**src/rtl/avr_cpu_stack_ctrl_if.sv**
```systemverilog
// Request/grant handshakes between the decoder/interrupt logic and the stack
// controller, plus the strobe/data bus from the controller to the return stack.
interface avr_cpu_stack_ctrl_if #(
    parameter int DATA_WIDTH = 9
);
    logic                  call_req;
    logic [DATA_WIDTH-1:0] call_addr;
    logic                  call_ack;
    logic                  irq_req;
    logic [DATA_WIDTH-1:0] irq_addr;
    logic                  irq_ack;
    logic                  ret_req;
    logic                  reti;
    logic                  ret_ack;
    logic                  ret_valid;
    logic [DATA_WIDTH-1:0] ret_addr;
    logic                  ret_was_reti;
    logic                  stk_rst;
    logic                  stk_read;
    logic                  stk_write;
    logic [DATA_WIDTH-1:0] stk_wdata;
    logic [DATA_WIDTH-1:0] stk_rdata;

    modport master (
        output call_req, call_addr, irq_req, irq_addr, ret_req, reti, stk_rdata,
        input  call_ack, irq_ack, ret_ack, ret_valid, ret_addr, ret_was_reti,
               stk_rst, stk_read, stk_write, stk_wdata
    );

    modport slave (
        input  call_req, call_addr, irq_req, irq_addr, ret_req, reti, stk_rdata,
        output call_ack, irq_ack, ret_ack, ret_valid, ret_addr, ret_was_reti,
               stk_rst, stk_read, stk_write, stk_wdata
    );
endinterface

```
**src/rtl/avr_cpu_stack_ctrl.sv**
```systemverilog
// Arbitrates CALL/IRQ pushes and RET/RETI pops onto the hardware return stack,
// tracks depth and sticky overflow/underflow, and respects the stack's TOS latency.
module avr_cpu_stack_ctrl #(
    parameter int DATA_WIDTH  = 9,
    parameter int STACK_DEPTH = 3,
    parameter int DEPTH_WIDTH = $clog2(STACK_DEPTH + 1)
) (
    input  logic                   clk,
    input  logic                   rst,
    input  logic                   flush,
    input  logic                   err_clr,
    avr_cpu_stack_ctrl_if.slave    bus,
    output logic [DEPTH_WIDTH-1:0] depth,
    output logic                   full,
    output logic                   empty,
    output logic                   ovf,
    output logic                   unf
);

    typedef enum logic {IDLE, SETTLE} state_t;

    state_t                  state_q, state_d;
    logic [DEPTH_WIDTH-1:0]  depth_q, depth_d;
    logic                    ovf_q, ovf_d;
    logic                    unf_q, unf_d;
    logic                    ret_valid_q, ret_valid_d;
    logic [DATA_WIDTH-1:0]   ret_addr_q, ret_addr_d;
    logic                    ret_reti_q, ret_reti_d;

    logic                    call_ack, irq_ack, ret_ack;
    logic                    rd_en, wr_en;
    logic                    do_push, do_pop;
    logic                    ovf_set, unf_set;
    logic [DATA_WIDTH-1:0]   push_addr;
    logic [DATA_WIDTH-1:0]   wdata;
    logic                    is_full, is_empty;

    assign is_full  = (depth_q == DEPTH_WIDTH'(STACK_DEPTH));
    assign is_empty = (depth_q == '0);

    always_ff @(posedge clk or negedge rst) begin
        if (!rst) begin
            state_q     <= IDLE;
            depth_q     <= '0;
            ovf_q       <= 1'b0;
            unf_q       <= 1'b0;
            ret_valid_q <= 1'b0;
            ret_addr_q  <= '0;
            ret_reti_q  <= 1'b0;
        end else begin
            state_q     <= state_d;
            depth_q     <= depth_d;
            ovf_q       <= ovf_d;
            unf_q       <= unf_d;
            ret_valid_q <= ret_valid_d;
            ret_addr_q  <= ret_addr_d;
            ret_reti_q  <= ret_reti_d;
        end
    end

    always_comb begin
        state_d     = state_q;
        depth_d     = depth_q;
        ret_valid_d = 1'b0;
        ret_addr_d  = ret_addr_q;
        ret_reti_d  = ret_reti_q;
        call_ack    = 1'b0;
        irq_ack     = 1'b0;
        ret_ack     = 1'b0;
        rd_en       = 1'b0;
        wr_en       = 1'b0;
        wdata       = '0;
        do_push     = 1'b0;
        do_pop      = 1'b0;
        push_addr   = '0;
        ovf_set     = 1'b0;
        unf_set     = 1'b0;

        // Grants are suppressed while held in reset; flush consumes the cycle without an ack.
        if (rst) begin
            if (flush) begin
                depth_d = '0;
            end else if (bus.irq_req) begin
                irq_ack   = 1'b1;
                do_push   = 1'b1;
                push_addr = bus.irq_addr;
            end else if (bus.ret_req && state_q == IDLE) begin
                ret_ack = 1'b1;
                do_pop  = 1'b1;
            end else if (bus.call_req) begin
                call_ack  = 1'b1;
                do_push   = 1'b1;
                push_addr = bus.call_addr;
            end
        end

        if (do_push) begin
            if (!is_full) begin
                wr_en   = 1'b1;
                wdata   = push_addr;
                depth_d = depth_q + DEPTH_WIDTH'(1);
            end else begin
                ovf_set = 1'b1;
            end
        end

        if (do_pop) begin
            ret_valid_d = 1'b1;
            ret_reti_d  = bus.reti;
            if (!is_empty) begin
                rd_en      = 1'b1;
                ret_addr_d = bus.stk_rdata;
                depth_d    = depth_q - DEPTH_WIDTH'(1);
            end else begin
                ret_addr_d = '0;
                unf_set    = 1'b1;
            end
        end

        // Any real stack access (or flush) leaves the TOS stale for one cycle.
        state_d = (flush || rd_en || wr_en) ? SETTLE : IDLE;

        ovf_d = ovf_set | (ovf_q & ~err_clr);
        unf_d = unf_set | (unf_q & ~err_clr);
    end

    assign bus.call_ack     = call_ack;
    assign bus.irq_ack      = irq_ack;
    assign bus.ret_ack      = ret_ack;
    assign bus.stk_read     = rd_en;
    assign bus.stk_write    = wr_en;
    assign bus.stk_wdata    = wdata;
    assign bus.stk_rst      = flush | ~rst;
    assign bus.ret_valid    = ret_valid_q;
    assign bus.ret_addr     = ret_addr_q;
    assign bus.ret_was_reti = ret_reti_q;

    assign depth = depth_q;
    assign full  = is_full;
    assign empty = is_empty;
    assign ovf   = ovf_q;
    assign unf   = unf_q;

endmodule

```
**src/flat_wrapper.sv**
```systemverilog
// flat-port wrapper written by rule: the top's interface ports become plain ports
module avr_cpu_stack_ctrl_flat 
#(
    parameter int DATA_WIDTH  = 9,
    parameter int STACK_DEPTH = 3,
    parameter int DEPTH_WIDTH = $clog2(STACK_DEPTH + 1)
)
  (clk, rst, flush, err_clr, depth, full, empty, ovf, unf, bus_call_req, bus_call_addr, bus_irq_req, bus_irq_addr, bus_ret_req, bus_reti, bus_stk_rdata, bus_call_ack, bus_irq_ack, bus_ret_ack, bus_ret_valid, bus_ret_addr, bus_ret_was_reti, bus_stk_rst, bus_stk_read, bus_stk_write, bus_stk_wdata);
  avr_cpu_stack_ctrl_if #(.DATA_WIDTH(DATA_WIDTH)) bus_i ();
  input  logic clk;
  input  logic rst;
  input  logic flush;
  input  logic err_clr;
  output logic [DEPTH_WIDTH-1:0] depth;
  output logic full;
  output logic empty;
  output logic ovf;
  output logic unf;
  input wire logic [$bits(bus_i.call_req)-1:0] bus_call_req;
  input wire logic [$bits(bus_i.call_addr)-1:0] bus_call_addr;
  input wire logic [$bits(bus_i.irq_req)-1:0] bus_irq_req;
  input wire logic [$bits(bus_i.irq_addr)-1:0] bus_irq_addr;
  input wire logic [$bits(bus_i.ret_req)-1:0] bus_ret_req;
  input wire logic [$bits(bus_i.reti)-1:0] bus_reti;
  input wire logic [$bits(bus_i.stk_rdata)-1:0] bus_stk_rdata;
  output wire logic [$bits(bus_i.call_ack)-1:0] bus_call_ack;
  output wire logic [$bits(bus_i.irq_ack)-1:0] bus_irq_ack;
  output wire logic [$bits(bus_i.ret_ack)-1:0] bus_ret_ack;
  output wire logic [$bits(bus_i.ret_valid)-1:0] bus_ret_valid;
  output wire logic [$bits(bus_i.ret_addr)-1:0] bus_ret_addr;
  output wire logic [$bits(bus_i.ret_was_reti)-1:0] bus_ret_was_reti;
  output wire logic [$bits(bus_i.stk_rst)-1:0] bus_stk_rst;
  output wire logic [$bits(bus_i.stk_read)-1:0] bus_stk_read;
  output wire logic [$bits(bus_i.stk_write)-1:0] bus_stk_write;
  output wire logic [$bits(bus_i.stk_wdata)-1:0] bus_stk_wdata;
  assign bus_i.call_req = bus_call_req;
  assign bus_i.call_addr = bus_call_addr;
  assign bus_i.irq_req = bus_irq_req;
  assign bus_i.irq_addr = bus_irq_addr;
  assign bus_i.ret_req = bus_ret_req;
  assign bus_i.reti = bus_reti;
  assign bus_i.stk_rdata = bus_stk_rdata;
  assign bus_call_ack = bus_i.call_ack;
  assign bus_irq_ack = bus_i.irq_ack;
  assign bus_ret_ack = bus_i.ret_ack;
  assign bus_ret_valid = bus_i.ret_valid;
  assign bus_ret_addr = bus_i.ret_addr;
  assign bus_ret_was_reti = bus_i.ret_was_reti;
  assign bus_stk_rst = bus_i.stk_rst;
  assign bus_stk_read = bus_i.stk_read;
  assign bus_stk_write = bus_i.stk_write;
  assign bus_stk_wdata = bus_i.stk_wdata;
  avr_cpu_stack_ctrl #(.DATA_WIDTH(DATA_WIDTH), .STACK_DEPTH(STACK_DEPTH), .DEPTH_WIDTH(DEPTH_WIDTH)) u_core (.clk(clk), .rst(rst), .flush(flush), .err_clr(err_clr), .bus(bus_i), .depth(depth), .full(full), .empty(empty), .ovf(ovf), .unf(unf));
endmodule
```
**config.mk**
```make
export PLATFORM = sky130hd
export DESIGN_NAME = avr_cpu_stack_ctrl_flat
export DESIGN_NICKNAME = d
export VERILOG_FILES = /design/src/rtl/avr_cpu_stack_ctrl_if.sv /design/src/rtl/avr_cpu_stack_ctrl.sv /design/src/flat_wrapper.sv
export SDC_FILE = /design/constraint.sdc
export NUM_CORES = 1
export LEC_CHECK = 0
export BUFFER_PORTS_ARGS = -buffer_cell sky130_fd_sc_hd__buf_2
export CAP_MARGIN = 25
export CELL_PAD_IN_SITES_DETAIL_PLACEMENT = 0
export CELL_PAD_IN_SITES_GLOBAL_PLACEMENT = 1
export CORE_MARGIN = 5
export CORE_UTILIZATION = 28
export DETAILED_ROUTE_END_ITERATION = 7
export PLACE_DENSITY_LB_ADDON = 0.2
export SYNTH_ARGS = -nofsm -noshare
export SYNTH_HDL_FRONTEND = slang
export SYNTH_SLANG_ARGS = --single-unit
export TNS_END_PERCENT = 5
```
**constraint.sdc**
```tcl
create_clock -name clk -period 4.2 [get_ports clk]
set_input_delay 1.05 -clock clk [delete_from_list [all_inputs] [get_ports clk]]
set_output_delay 1.05 -clock clk [all_outputs]
set_load 0.01 [all_outputs]
```
[Word-level counts from Yosys, hierarchy flattened]
Index checks and enable logic that the tools add are counted.
Word-level totals
  bits in registers: 16
  bits of input ports: 35
  output and inout bits: 32
  word-level logic and storage cells: 61
Operators by class
  add/sub/neg operators: 2
  equal/unequal tests: 1
  mux-type cells: 39
  bitwise logic cells: 8
  reduce and logical (&&, ||, !) cells: 4
Operator list (number)
  9-bit two-way mux: 8
  1-bit two-way mux: 25
  2-bit two-way mux: 6
  1-bit NOT: 3
  1-bit bitwise OR: 3
  2-bit by 1-bit adder with 2-bit output, second input constant: 1
  1-bit bitwise AND: 2
  2-bit equality test, second input constant: 1
  2-bit logical NOT: 1
  1-bit logical OR: 2
  2-bit by 1-bit subtractor with 2-bit output, second input constant: 1
  1-bit logical AND: 1

[Logic depth before layout (Yosys ltp)]
Gate-level depths: netlist of run 1.
  word-level depth: 10
  mapped depth: 6
  gate-level depth less buffers: 5

[Worst setup path before layout of run 1]
Ideal clock, no wire load.
  kind: input to output
  start point: input port flush
  end point: output port bus_stk_wdata[0]
  arrival time: 2.141 ns
  required time: 3.150 ns
  path slack: 1.009 ns
  stages on the path: 5
  buffers on the path: 2
  path through: nand2b_4 -> buf_6 -> or4_4 -> buf_6 -> nor2_1
On the way
  longest elaborated chain between the ends: 4
  elaborated cells between the ends (all ways): 6
  those cells by class: mux (6)
RTL lines
  from (decl): line flat_wrapper.sv:12  | input logic flush;
  9-bit two-way mux: line avr_cpu_stack_ctrl.sv:81  | if (flush) begin
  9-bit two-way mux: line avr_cpu_stack_ctrl.sv:80  | if (rst) begin
  9-bit two-way mux: line avr_cpu_stack_ctrl.sv:98  | if (!is_full) begin
  9-bit two-way mux *: line avr_cpu_stack_ctrl.sv:97  | if (do_push) begin
  to (decl): line flat_wrapper.sv:35  | output wire logic [$bits(bus_i.stk_wdata)-1:0] bus_stk_wdata;
Mark *: on every way between the ends. The rest lies on a longest branch, timed or not.

[Worst setup path in the final report of run 1]
  start point: input port flush
  end point: output port bus_ret_ack
On the way
  longest elaborated chain between the ends: 2
RTL lines
  1-bit two-way mux: line avr_cpu_stack_ctrl.sv:81
  1-bit two-way mux: line avr_cpu_stack_ctrl.sv:80
  to (decl): line flat_wrapper.sv:28  | output wire logic [$bits(bus_i.ret_ack)-1:0] bus_ret_ack;
No other way between the ends.

==> run_results.csv, run 1 <==
group,metric,value,unit
cells_and_area,multi_input_area,399.1,um2
route,drt-initial-drc-count,25,
cells_and_area,area_growth,44.99,%
setup_path,critical_path.endpoint_type,"output pin",
timing,worst_slew_pin_slew,0.5955,ns
pwr,p_per_area,384.3,nW/um2
route,wire_per_inst,11.68,um
cells_and_area,diodes,0,
clocking,cts_buffers,3,
place,dp_hpwl,2006,um
clocking,cts_setup_buffers,0,
cells_and_area,final_core_util,0.4182,
timing,setup-tns-final,0,ns
die,floorplan.rows,20,
global_route,grt_pass1_wl,4195,um
global_route,grt_max_degree,22,
pwr,p_leak,0.7315,nW
cells_and_area,n_fill_cell,320,
clocking,holdBufCountCts,0,
yosys,synthCells,102,
timing,drv_slew,0,
setup_path,required,3.15,ns
worst_hold_path,min-delay-start,"u_core.bus.ret_addr[4]",
timing,finalHoldViolCount,0,
yosys,netlist.area_leader.share,0.4585,
clocking,cts_tree,"built",
timing,relSlewSlack,0.6030,
timing,fmax,303.3,MHz
global_route,gr-usage-all-layers,0.1207,
global_route,grt_overflow,0,
timing,rsz0062_at_grt,"no",
die,initial_core_util,0.2884,
clocking,clkSlewWorstSetupHoldPaths,0.09,ns
yosys,synth_edf_count,0,
clocking,cts_sinks,16,
timing,setup_viol,0,
run,maxCapViolations,0,
pwr,vdd_drop_max,0.1785,mV
clocking,cts_root_buf,"clkbuf_4",
cells_and_area,seqCellArea,400.4,um2
timing,clock_skew,0.002571,ns
setup_path,critPathMaxFanout,21,
die,chipWidth,65.85,um
clocking,clk_latency,0.28,ns
setup_path,r2r_start,"u_core.depth[0]",
yosys,yosys.area.top_type,"dfrtp_1",
yosys,netlist_area,873.3,um2
cells_and_area,nets,206,
yosys,async_flop_share,1.000,
yosys,yosysWarnings,0,
cells_and_area,mostFrequentLayoutCells,"buf_2, nand2_1, dfrtp_1, nor2_1",
cells_and_area,final_common_cell,"buf_2",
yosys,synth-seq-cells,16,
clocking,clockBufferDepth,2,
place,gp_congestion,0.7900,
run_status,outcome,"complete, no violations",
route,via_per_inst,4.344,
die,dieArea,4336,um2
worst_hold_path,hp-class,"reg2reg",
timing,timing.final.crit_share,0.7850,
die,pin_count,67,
setup_path,cp-start-kind,"input pin",
clocking,ctsResizeCount,0,
route,postRouteAntennaNets,0,
route,vias,921,
die,core-area,3028,um2
setup_path,crit_type,"in2out",
die,die_y,65.85,um
route,drt-total-wl,2477,um
setup_path,startpoint,"flush",
timing,post-route-min-period,3.297,ns
yosys,netlist_top_cells_area,"dfrtp_1, nand2_1, a22oi_1",
place,port_buffers,66,
yosys,ys_seq_area_frac,0.4585,
setup_path,arrival,2.25,ns
route,firstDrtPassIters,3,
yosys,yosysUniqueCellTypes,28,
yosys,avgSynthCellArea,8.562,um2
global_route,antenna_found_initial,0,
clocking,htreeDepth,1,
yosys,synth_nets,139,
cells_and_area,drive_gt1_frac,0.4464,
route,drc_errors,0,
global_route,grt_pass1_vias,943,
yosys,dominantRegCellSynth,"dfrtp_1",
[critical path, stage by stage]
cell and delay, ns:
buf_2 0.11, nand2b_4 0.17, or3_1 0.62, inv_1 0.15, buf_2 0.14
[synthesized netlist by cell type, types with 2 or more instances]
library cell	count
ha_1	2
o21ai_1	3
buf_6	2
a22oi_1	9
nor2_1	12
dfrtp_1	16
nand2b_1	2
nand2_1	22
inv_1	9
buf_2	2
o21ai_0	6
[power by group]
| group | internal (mW) | switching (mW) | total, mW |
|---|---|---|---|
| sequential | 0.188 | 0.0208 | 0.209 |
| clock | 0.0527 | 0.0478 | 0.101 |
| combinational | 0.0761 | 0.101 | 0.177 |
[kinds of logic after synthesis]
logic type,after synthesis,synth area share
DFF,16,0.4584
AOI/OAI and AO/OA,23,0.1705
adders and majority gates,2,0.02865
and+or+nand+nor,44,0.2335
muxes,2,0.02435
buffers and inverters,15,0.08451
[through the flow]
stage	instance area [um2]	power, mW	hold slack [ns]	setup WS, ns	cells
3_5_place_dp	1230	0.3939	0.4693	0.8716	208
3_3_place_gp	1230	0.3921	0.4648	0.9091	208
4_1_cts	1266	0.4990	0.4943	0.8698	212
5_1_grt	1266	0.5314	0.5327	0.7486	212
6_report	1266	0.4865	0.4821	0.9029	212
2_1_floorplan	873.3	0.3097	0.5129	1.009	102
[state kept, by name (all words and copies together) (netlist names)]
register / count
u_core.bus.ret_addr: 9
u_core.bus.ret_valid: 1
u_core.bus.ret_was_reti: 1
u_core.depth: 2
u_core.ovf: 1
u_core.state_q: 1
u_core.unf: 1
[layer usage]
metal,track usage,up-vias,routed length (um)
met5,0,-,0
met4,0.05181,0,18
met3,0.02381,2,257
met2,0.2115,45,1173
met1,0.1415,397,1027
li1,-,477,-
[final timing paths]
path                                               end  slack (ns)  cells past startpoint
worst max-delay path                       bus_ret_ack        0.90                      5
worst min-delay path            u_core.bus.ret_addr[4]        0.48                      2
worst max register to register         u_core.depth[0]        2.49                      4
worst min register to register  u_core.bus.ret_addr[4]        0.48                      2
max in group asynchronous       u_core.bus.ret_addr[4]        3.25                      2
min in group asynchronous              u_core.depth[0]        0.76                      2
[final cells by class]
type | instances | share of cell area
Clock buffer | 4 | 0.02866
Tap cell | 44 | 0.04348
Inverter | 10 | 0.02964
Timing Repair Buffer | 67 | 0.2668
Sequential cell | 16 | 0.3162
Multi-Input combinational cell | 71 | 0.3152
(Power assumes the default switching activity.)
==> run 2: changes to the inputs <==
CORE_UTILIZATION = 26   (was 28)
clock period = 3.3 ns   (was 4.2 ns; I/O delays follow)
==> run_results.csv, run 2 (synthesized netlist as in run 1, its figures left out) <==
group,metric,value,unit
cells_and_area,nets,207,
place,dp_slack,0.4649,ns
clocking,holdBufCountCts,0,
setup_path,critPathMaxFanout,16,
timing,fmax,351.7,MHz
setup_path,cp_num_buf_inv,2,
die,dieArea,4618,um2
clocking,htreeDepth,1,
cells_and_area,drive_gt1_frac,0.4497,
pwr,p_leak,0.7357,nW
pwr,power,0.6252,mW
worst_hold_path,min-delay-start,"u_core.bus.ret_addr[7]",
worst_hold_path,holdPathEnd,"u_core.bus.ret_addr[7]",
timing,timing.final.crit_share,0.8615,
cells_and_area,n_fill_cell,344,
run_status,outcome,"complete, no violations",
cells_and_area,seqCellArea,400.4,um2
timing,post-route-min-period,2.843,ns
setup_path,r2r_start,"u_core.depth[0]",
timing,worst_slew_pin_slew,0.5467,ns
timing,fin_ws,0.4570,ns
die,pin_count,67,
clocking,cts_root_buf,"clkbuf_4",
clocking,clockBufferDepth,2,
clocking,cts_buffers,3,
global_route,grt_pass1_vias,889,
clocking,clk_latency,0.29,ns
timing,rsz0062_at_grt,"no",
pwr,vdd_drop_max,0.1839,mV
clocking,clkSlewWorstSetupHoldPaths,0.09,ns
timing,finalHoldViolCount,0,
clocking,cts_setup_buffers,0,
route,firstDrtPassIters,5,
run,maxCapViolations,0,
setup_path,cp-start-kind,"input pin",
route,drt-initial-drc-count,28,
global_route,antenna_found_initial,0,
die,chipWidth,67.96,um
worst_hold_path,worstHoldPathCells,2,
timing,drv_slew,0,
cells_and_area,mostFrequentLayoutCells,"buf_2, nand2_1, dfrtp_1, nor2_1",
timing,clock_skew,0.008819,ns
place,dp_hpwl,2044,um
setup_path,crit_slowest_cell,"nor2_1",
die,floorplan.rows,21,
timing,whs,0.4861,ns
route,postRouteAntennaNets,0,
timing,relSlewSlack,0.6342,
route,via_per_inst,4.321,
place,port_buffers,66,
clocking,cts_tree,"built",
setup_path,worstPathCellList,"buf_2 -> nand2b_1 -> nor2_1 -> a22oi_1 -> nor2_1 -> buf_2",
route,vias,929,
global_route,grt_max_degree,21,
route,drc_errors,0,
die,initial_core_util,0.2659,
setup_path,crit_type,"in2out",
timing,setup_viol,0,
cells_and_area,final_common_cell,"buf_2",
die,core-area,3284,um2
place,placed_cells,211,
pwr,p_per_area,489.8,nW/um2
setup_path,reg2reg_to,"u_core.depth[0]",
setup_path,critical_path.endpoint_type,"output pin",
cells_and_area,stdcell_count,215,
global_route,grt_overflow,0,
die,die_y,67.96,um
cells_and_area,area_growth,46.13,%
route,drt-total-wl,2541,um
place,gp_congestion,0.7654,
global_route,gr-usage-all-layers,0.1116,
route,wire_per_inst,11.82,um
clocking,ctsResizeCount,0,
setup_path,required,2.47,ns
setup_path,arrival,2.02,ns
worst_hold_path,hp-class,"reg2reg",
cells_and_area,diodes,0,
setup_path,reg2reg_slack,1.57,ns
clocking,cts_sinks,16,
global_route,grt_pass1_wl,4015,um
timing,setup-tns-final,0,ns
setup_path,r2r_cells,4,
cells_and_area,largest_reg_flops,9,
cells_and_area,multi_input_area,399.1,um2
setup_path,cp_slowest_stage_delay,0.43,ns
setup_path,crit_family,"simple AND/OR/NAND/NOR gates",
-- run 2: cell count changes in the layout (fill, tap and decap cells not counted), sizes merged --
cell / previous run / this run
buf: 67 / 68
-- run 2: final cells by class --
| type | count | share of cell area |
|---|---|---|
| Timing Repair Buffer | 68 | 0.2706 |
| Tap cell | 46 | 0.04510 |
| Sequential cell | 16 | 0.3137 |
| Clock buffer | 4 | 0.02843 |
| Multi-Input combinational cell | 71 | 0.3127 |
| Inverter | 10 | 0.02941 |
-- run 2: where the power goes --
group	leakage, nW	switching, mW	internal, mW
sequential	0.209	0.0281	0.239
combinational	0.505	0.128	0.0973
clock	0.0210	0.0660	0.0671
total	0.736	0.222	0.403
-- run 2: worst max-delay path by stage --
stage / startpoint / endpoint / slack (ns) / depth (start not counted)
2_1_floorplan: flush / bus_stk_wdata[0] / 0.56 / 5
3_3_place_gp: flush / bus_stk_wdata[5] / 0.49 / 5
3_5_place_dp: bus_irq_req / bus_stk_wdata[5] / 0.46 / 5
4_1_cts: bus_irq_req / bus_stk_wdata[5] / 0.46 / 5
6_report: bus_irq_req / bus_stk_wdata[5] / 0.46 / 6
5_1_grt: bus_irq_req / bus_stk_wdata[8] / 0.25 / 6
-- run 2: routing by layer --
layer,wire length (um),GRT usage,vias up,share of wire
li1,-,-,478,-
met2,1129,0.1949,42,0.44
met3,272,0.01970,2,0.11
met4,10,0.04467,0,0.0039
met5,0,0,-,0
met1,1128,0.1343,407,0.44
-- run 2: per-stage QoR --
stage	utilization	cell area (um2)
floorplan	-	873.3
global placement	0.3775	1240
detailed placement	0.3775	1240
CTS	0.3886	1276
global route	0.3886	1276
finish	0.3886	1276
-- run 2: worst min-delay path: cells and delay by family (launching register included) --
kind / cells / cell delay [ns]
simple gates: 1 / 0.04
compound gates: 1 / 0.06
flops: 1 / 0.35
